<file path="src/rtl/multicycle_control_fsm.sv">
// Multi-cycle RV32I control sequencer: steps each instruction through FETCH..WB,
// drives datapath enables, handles the memory handshake, traps and retire counting.
module multicycle_control_fsm #(
  parameter int unsigned MAX_WAIT = 16,
  parameter int unsigned CNT_W    = 32
) (
  input  logic             clk,
  input  logic             reset,
  input  logic [6:0]       opcode,
  input  logic [2:0]       funct3,
  input  logic             funct7b5,
  input  logic             zero,
  input  logic             memReady,
  output logic             memReq,
  output logic             memWrite,
  output logic             adrSrc,
  output logic             irWrite,
  output logic             pcWrite,
  output logic             regWrite,
  output logic [1:0]       aluSrcA,
  output logic [1:0]       aluSrcB,
  output logic [1:0]       resultSrc,
  output logic [3:0]       aluControl,
  output logic [1:0]       trapCause,
  output logic [3:0]       state,
  output logic [CNT_W-1:0] instret
);

  localparam int unsigned WAIT_W = $clog2(MAX_WAIT + 1);
  localparam logic [WAIT_W-1:0] WAIT_LAST = WAIT_W'(MAX_WAIT - 1);

  localparam logic [6:0] OP_LW  = 7'b0000011;
  localparam logic [6:0] OP_SW  = 7'b0100011;
  localparam logic [6:0] OP_R   = 7'b0110011;
  localparam logic [6:0] OP_I   = 7'b0010011;
  localparam logic [6:0] OP_BEQ = 7'b1100011;
  localparam logic [6:0] OP_JAL = 7'b1101111;

  localparam logic [3:0] ALU_AND = 4'b0000;
  localparam logic [3:0] ALU_OR  = 4'b0001;
  localparam logic [3:0] ALU_ADD = 4'b0010;
  localparam logic [3:0] ALU_XOR = 4'b0011;
  localparam logic [3:0] ALU_SUB = 4'b0110;
  localparam logic [3:0] ALU_SLT = 4'b0111;

  localparam logic [1:0] CAUSE_ILLEGAL = 2'b01;
  localparam logic [1:0] CAUSE_TIMEOUT = 2'b10;

  typedef enum logic [3:0] {
    S_FETCH    = 4'd0,
    S_DECODE   = 4'd1,
    S_MEMADR   = 4'd2,
    S_MEMREAD  = 4'd3,
    S_MEMWB    = 4'd4,
    S_MEMWRITE = 4'd5,
    S_EXECR    = 4'd6,
    S_EXECI    = 4'd7,
    S_ALUWB    = 4'd8,
    S_BEQ      = 4'd9,
    S_JAL      = 4'd10,
    S_TRAP     = 4'd11
  } state_t;

  state_t            r_state;
  state_t            w_next;
  logic [WAIT_W-1:0] r_wait;
  logic [1:0]        r_trap_cause;
  logic [CNT_W-1:0]  r_instret;

  logic       w_in_access;
  logic       w_timeout;
  logic       w_retire;
  logic       w_trap_set;
  logic [1:0] w_trap_cause;
  logic       w_f3_legal;
  logic [3:0] w_alu_op;
  logic       w_mem_req;
  logic       w_mem_write;
  logic       w_adr_src;
  logic       w_ir_write;
  logic       w_pc_write;
  logic       w_reg_write;
  logic [1:0] w_alu_src_a;
  logic [1:0] w_alu_src_b;
  logic [1:0] w_result_src;
  logic [3:0] w_alu_control;

  assign w_in_access = (r_state == S_FETCH) || (r_state == S_MEMREAD) || (r_state == S_MEMWRITE);
  assign w_timeout   = w_in_access && !memReady && (r_wait == WAIT_LAST);

  // R/I funct3 legality and ALU operation
  always_comb begin
    w_f3_legal = 1'b1;
    w_alu_op   = ALU_ADD;
    case (funct3)
      3'b000:  w_alu_op = ((opcode == OP_R) && funct7b5) ? ALU_SUB : ALU_ADD;
      3'b010:  w_alu_op = ALU_SLT;
      3'b100:  w_alu_op = ALU_XOR;
      3'b110:  w_alu_op = ALU_OR;
      3'b111:  w_alu_op = ALU_AND;
      default: w_f3_legal = 1'b0;
    endcase
  end

  always_ff @(posedge clk) begin
    if (reset) begin
      r_state <= S_FETCH;
    end else begin
      r_state <= w_next;
    end
  end

  // Next state and Moore outputs; access-state strobes are qualified by memReady
  always_comb begin
    w_next        = r_state;
    w_retire      = 1'b0;
    w_trap_set    = 1'b0;
    w_trap_cause  = 2'b00;
    w_mem_req     = 1'b0;
    w_mem_write   = 1'b0;
    w_adr_src     = 1'b0;
    w_ir_write    = 1'b0;
    w_pc_write    = 1'b0;
    w_reg_write   = 1'b0;
    w_alu_src_a   = 2'b00;
    w_alu_src_b   = 2'b00;
    w_result_src  = 2'b00;
    w_alu_control = ALU_ADD;
    case (r_state)
      S_FETCH: begin
        w_mem_req    = 1'b1;
        w_alu_src_b  = 2'b10;
        w_result_src = 2'b10;
        if (w_timeout) begin
          w_next       = S_TRAP;
          w_trap_set   = 1'b1;
          w_trap_cause = CAUSE_TIMEOUT;
        end else if (memReady) begin
          w_ir_write = 1'b1;
          w_pc_write = 1'b1;
          w_next     = S_DECODE;
        end
      end
      S_DECODE: begin
        w_alu_src_a = 2'b01;
        w_alu_src_b = 2'b01;
        if (((opcode == OP_LW) || (opcode == OP_SW)) && (funct3 == 3'b010)) begin
          w_next = S_MEMADR;
        end else if ((opcode == OP_R) && w_f3_legal) begin
          w_next = S_EXECR;
        end else if ((opcode == OP_I) && w_f3_legal) begin
          w_next = S_EXECI;
        end else if ((opcode == OP_BEQ) && (funct3 == 3'b000)) begin
          w_next = S_BEQ;
        end else if (opcode == OP_JAL) begin
          w_next = S_JAL;
        end else begin
          w_next       = S_TRAP;
          w_trap_set   = 1'b1;
          w_trap_cause = CAUSE_ILLEGAL;
        end
      end
      S_MEMADR: begin
        w_alu_src_a = 2'b10;
        w_alu_src_b = 2'b01;
        w_next      = (opcode == OP_LW) ? S_MEMREAD : S_MEMWRITE;
      end
      S_MEMREAD: begin
        w_mem_req = 1'b1;
        w_adr_src = 1'b1;
        if (w_timeout) begin
          w_next       = S_TRAP;
          w_trap_set   = 1'b1;
          w_trap_cause = CAUSE_TIMEOUT;
        end else if (memReady) begin
          w_next = S_MEMWB;
        end
      end
      S_MEMWB: begin
        w_result_src = 2'b01;
        w_reg_write  = 1'b1;
        w_retire     = 1'b1;
        w_next       = S_FETCH;
      end
      S_MEMWRITE: begin
        w_mem_req   = 1'b1;
        w_mem_write = 1'b1;
        w_adr_src   = 1'b1;
        if (w_timeout) begin
          w_next       = S_TRAP;
          w_trap_set   = 1'b1;
          w_trap_cause = CAUSE_TIMEOUT;
        end else if (memReady) begin
          w_retire = 1'b1;
          w_next   = S_FETCH;
        end
      end
      S_EXECR: begin
        w_alu_src_a   = 2'b10;
        w_alu_control = w_alu_op;
        w_next        = S_ALUWB;
      end
      S_EXECI: begin
        w_alu_src_a   = 2'b10;
        w_alu_src_b   = 2'b01;
        w_alu_control = w_alu_op;
        w_next        = S_ALUWB;
      end
      S_ALUWB: begin
        w_reg_write = 1'b1;
        w_retire    = 1'b1;
        w_next      = S_FETCH;
      end
      S_BEQ: begin
        w_alu_src_a   = 2'b10;
        w_alu_control = ALU_SUB;
        w_pc_write    = zero;
        w_retire      = 1'b1;
        w_next        = S_FETCH;
      end
      S_JAL: begin
        w_alu_src_a = 2'b01;
        w_alu_src_b = 2'b10;
        w_pc_write  = 1'b1;
        w_next      = S_ALUWB;
      end
      S_TRAP: begin
        w_next = S_TRAP;
      end
      default: begin
        w_next = S_FETCH;
      end
    endcase
  end

  // Bus wait counter: restarts on each new access or completed handshake
  always_ff @(posedge clk) begin
    if (reset) begin
      r_wait <= '0;
    end else if ((w_next != r_state) &&
                 ((w_next == S_FETCH) || (w_next == S_MEMREAD) || (w_next == S_MEMWRITE))) begin
      r_wait <= '0;
    end else if (w_in_access && memReady) begin
      r_wait <= '0;
    end else if (w_in_access) begin
      r_wait <= r_wait + WAIT_W'(1);
    end
  end

  always_ff @(posedge clk) begin
    if (reset) begin
      r_trap_cause <= 2'b00;
    end else if (w_trap_set && (r_trap_cause == 2'b00)) begin
      r_trap_cause <= w_trap_cause;
    end
  end

  always_ff @(posedge clk) begin
    if (reset) begin
      r_instret <= '0;
    end else if (w_retire) begin
      r_instret <= r_instret + CNT_W'(1);
    end
  end

  // Side-effecting strobes are suppressed while reset is held
  assign memReq     = w_mem_req   && !reset;
  assign memWrite   = w_mem_write && !reset;
  assign irWrite    = w_ir_write  && !reset;
  assign pcWrite    = w_pc_write  && !reset;
  assign regWrite   = w_reg_write && !reset;
  assign adrSrc     = w_adr_src;
  assign aluSrcA    = w_alu_src_a;
  assign aluSrcB    = w_alu_src_b;
  assign resultSrc  = w_result_src;
  assign aluControl = w_alu_control;
  assign trapCause  = r_trap_cause;
  assign state      = r_state;
  assign instret    = r_instret;

endmodule
</file>
<file path="config.mk">
export PLATFORM = sky130hd
export DESIGN_NAME = multicycle_control_fsm
export DESIGN_NICKNAME = d
export VERILOG_FILES = /design/src/rtl/multicycle_control_fsm.sv
export SDC_FILE = /design/constraint.sdc
export NUM_CORES = 1
export LEC_CHECK = 0
export ABC_AREA = 1
export BUFFER_PORTS_ARGS = -buffer_cell sky130_fd_sc_hd__buf_2
export CAP_MARGIN = 10
export CORE_ASPECT_RATIO = 0.7
export CORE_MARGIN = 8
export CORE_UTILIZATION = 45
export CTS_BUF_LIST = sky130_fd_sc_hd__clkbuf_4 sky130_fd_sc_hd__clkbuf_8
export DETAILED_ROUTE_END_ITERATION = 10
export GPL_TIMING_DRIVEN = 0
export PLACE_DENSITY_LB_ADDON = 0.08
export RECOVER_POWER = 25
export SLEW_MARGIN = 10
export SYNTH_ARGS = -nofsm -noshare
export SYNTH_HDL_FRONTEND = slang
export SYNTH_SLANG_ARGS = --single-unit
</file>
<file path="constraint.sdc">
create_clock -name clk -period 4 [get_ports clk]
set_clock_uncertainty 0.2 [all_clocks]
set_input_delay 0.4 -clock clk [delete_from_list [all_inputs] [get_ports clk]]
set_output_delay 0.4 -clock clk [all_outputs]
set_load 0.005 [all_outputs]
</file>
==> impl_metrics.py <==
metrics = {
    "run_status": {
        "status": "completed",
    },
    "cts": {
        "cts_num_sinks": 43,
        "postCtsSetupRepairBufs": 0,
        "h-tree-depth": 2,
        "cts.repair.resized": 0,
        "clk_latency_ns": 0.30,
        "cts-root-buf": "clkbuf_8",
        "cts_made_buffers": 5,
        "cts_buffer_depth": 2,
        "clk_pin_slew_worst_paths_ns": 0.08,
        "hold_buffers": 0,
        "cts_tree": "done",
    },
    "floorplanning": {
        "core_sq_um": 5784,
        "ioPinCount": 69,
        "initial_utilization_pct": 47.29,
        "dieArea_sq_um": 8868,
        "num_rows": 23,
        "die_h_um": 81.23,
        "die_x_um": 109.2,
    },
    "synthesis": {
        "synth_nets": 441,
        "synthMuxAreaShare_pct": 0.3660,
        "synth_compound_area_share_pct": 9.332,
        "synth_cell_types": 38,
        "synth-xor-area-share_pct": 5.764,
        "synth_top_family_by_area": "simple AND/OR/NAND/NOR gates",
        "synth_top_area_cell": "dfxtp_1",
        "ys_seq_area_share_pct": 31.47,
        "synthSimpleGateAreaFrac_pct": 43.69,
        "syn_avg_cell_area_sq_um": 6.466,
        "ys_seq_elements": 43,
        "synth_area_leaders": "dfxtp_1 (31%), nand2_1 (14%), nor2_1 (9.9%)",
        "ys_warn_count": 0,
        "synth_adder_area_share_pct": 1.372,
        "synth_top_area_share_pct": 31.47,
        "postSynthCellCount": 423,
        "synth_area_sq_um": 2735,
    },
    "placement": {
        "post-place-cells": 563,
        "gp_congestion": 0.9000,
        "placed_area_sq_um": 3154,
        "portBuffers": 65,
        "place_hpwl_um": 6451,
    },
    "grt": {
        "grt_first_pass_wirelength_um": 12530,
        "antenna_found_initial": 0,
        "grt_max_degree": 14,
        "grt_pass1_vias": 2458,
        "track_usage_pct": 17.89,
        "grt_overflow": 0,
    },
    "timing": {
        "tns_ns": 0,
        "period_needed_ns": 2.305,
        "whs_ns": 0.2764,
        "maxSlewViolCount": 0,
        "setup_viol": 0,
        "worst_slew_pin_slew_ns": 0.6606,
        "grt_setup_unrepaired": "false",
        "finalHoldViolCount": 0,
        "relSlewSlack_pct": 55.55,
        "max_freq_mhz": 433.9,
        "fin_crit_sh_pct": 57.62,
    },
    "final_layout": {
        "drive_above_1_share_pct": 17.54,
        "n_fill_cell": 616,
        "fin_area_sq_um": 3227,
        "fin_cells": 571,
        "area_growth_pct": 17.98,
        "final_cell_mix": "nand2_1 (104), nor2_1 (72), buf_2 (53)",
        "final_nets": 513,
        "diodes": 0,
        "mostFrequentLayoutCell": "nand2_1",
    },
    "routing": {
        "ant_nets": 0,
        "firstDrtPassIters": 5,
        "wl_um": 8048,
        "num_vias": 2981,
        "vias_per_cell": 5.221,
        "drt_iter0_drc": 155,
        "wire_per_inst_um": 14.09,
        "drc_errors": 0,
    },
    "worst_setup_path": {
        "crit_chain": "inv_2 -> nor2_2 -> inv_1 -> nor2_1 -> inv_1 -> o21ai_0 -> buf_2",
        "cp-start-kind": "flop",
        "cp_common_cell": "inv_1",
        "crit_slowest_cell": "dfxtp_1",
        "required_ns": 3.40,
        "crit_arrival_ns": 1.70,
        "critPathCaptureType": "output port",
        "critPathLaunch": "state[2]",
        "reg2reg_from": "instret[0]",
        "worstPathMaxFanout": 6,
        "max_stage_delay_ns": 0.46,
        "crit_type": "flop to output port",
    },
    "min_path": {
        "min-delay-path-class": "flop to flop",
        "hp-start": "trapCause[1]",
    },
    "power_and_ir_drop": {
        "peakVddDrop_uv": 224.0,
        "leakage_uw": 0.001374,
        "p_per_area_nw_per_um2": 444.5,
    },
    "flow_run": {
        "drv_cap": 0,
    },
}
-- power by group --
part	total [uW]	internal (uW)	switching, uW
logic	655	232	424
clock network	279	129	150
registers	500	461	38.6
total	1430	822	612
-- stage by stage --
step / total power (uW) / setup slack [ns] / util, %
6_report: 1434 / 1.695 / 55.79
2_1_floorplan: 963.0 / 2.018 / -
3_3_place_gp: 1150 / 1.730 / 54.53
4_1_cts: 1441 / 1.698 / 56.07
5_1_grt: 1536 / 1.480 / 55.79
3_5_place_dp: 1159 / 1.733 / 54.53
-- logic make-up (layout without fill, tap and decap cells) --
family	Yosys count	after routing
multiplexers	1	1
XOR/XNOR	18	18
flip-flops	43	43
buffers and inverters	52	125
AO/OA/AOI/OAI	48	48
AND/OR/NAND/NOR	257	257
adder cells (fa/ha/maj)	3	3
other	1	1
-- Yosys cell counts (all sizes together) --
| library cell | n |
|---|---|
| nor4 | 3 |
| clkbuf | 6 |
| a21oi | 29 |
| nand4 | 12 |
| xnor2 | 7 |
| nand2 | 107 |
| nor3 | 18 |
| nor2 | 77 |
| dfxtp | 43 |
| conb | 1 |
| nor3b | 5 |
| nand3b | 1 |
| ha | 3 |
| xor2 | 11 |
| nand3 | 31 |
| clkinv | 1 |
| mux2i | 1 |
| inv | 40 |
| a21boi | 1 |
| o211ai | 2 |
| and3 | 3 |
| a31oi | 4 |
| buf | 5 |
| o21ai | 11 |
| o21bai | 1 |
-- sequential cells by signal, summed over array words and instances, names as in the netlist --
signal,cells
r_wait,5
instret,32
state,4
trapCause,2
-- metal layers --
layer / global-route usage, % / share of wire [%] / vias up / wire [um]
li1: - / - / 1521 / -
met3: 4.269 / 11 / 8 / 856
met4: 4.430 / 0.89 / 0 / 72
met2: 23.79 / 38 / 107 / 3065
met1: 27.45 / 50 / 1345 / 4054
met5: 0 / 0 / - / 0
-- worst max-delay path, delay by kind of cell (launching register included) --
kind            cells  cell delay [ns]
flops               1             0.46
buf+inv             4             0.40
simple gates        2             0.38
compound gates      1             0.17
-- area by class of cell --
| class | instances | area, sq um | area share [%] |
|---|---|---|---|
| plain buffers | 11 | 61.31 | 1.900 |
| clock buffers | 6 | 76.32 | 2.365 |
| clock inverters | 2 | 12.51 | 0.3877 |
| inverters | 41 | 153.9 | 4.769 |
| multi-input cells | 328 | 1659 | 51.42 |
| flip-flops and latches | 43 | 860.8 | 26.68 |
| well taps | 75 | 93.84 | 2.908 |
| repair buffers | 65 | 309.0 | 9.577 |
-- final timing paths --
path	endpoint	slack, ns	depth (start not counted)
worst min register to register	trapCause[1]	0.28	2
worst max register to register	instret[28]	1.70	10
worst max-delay path	aluControl[2]	1.70	7
worst min-delay path	trapCause[1]	0.28	2
Power figures use the tool's default switching activity.
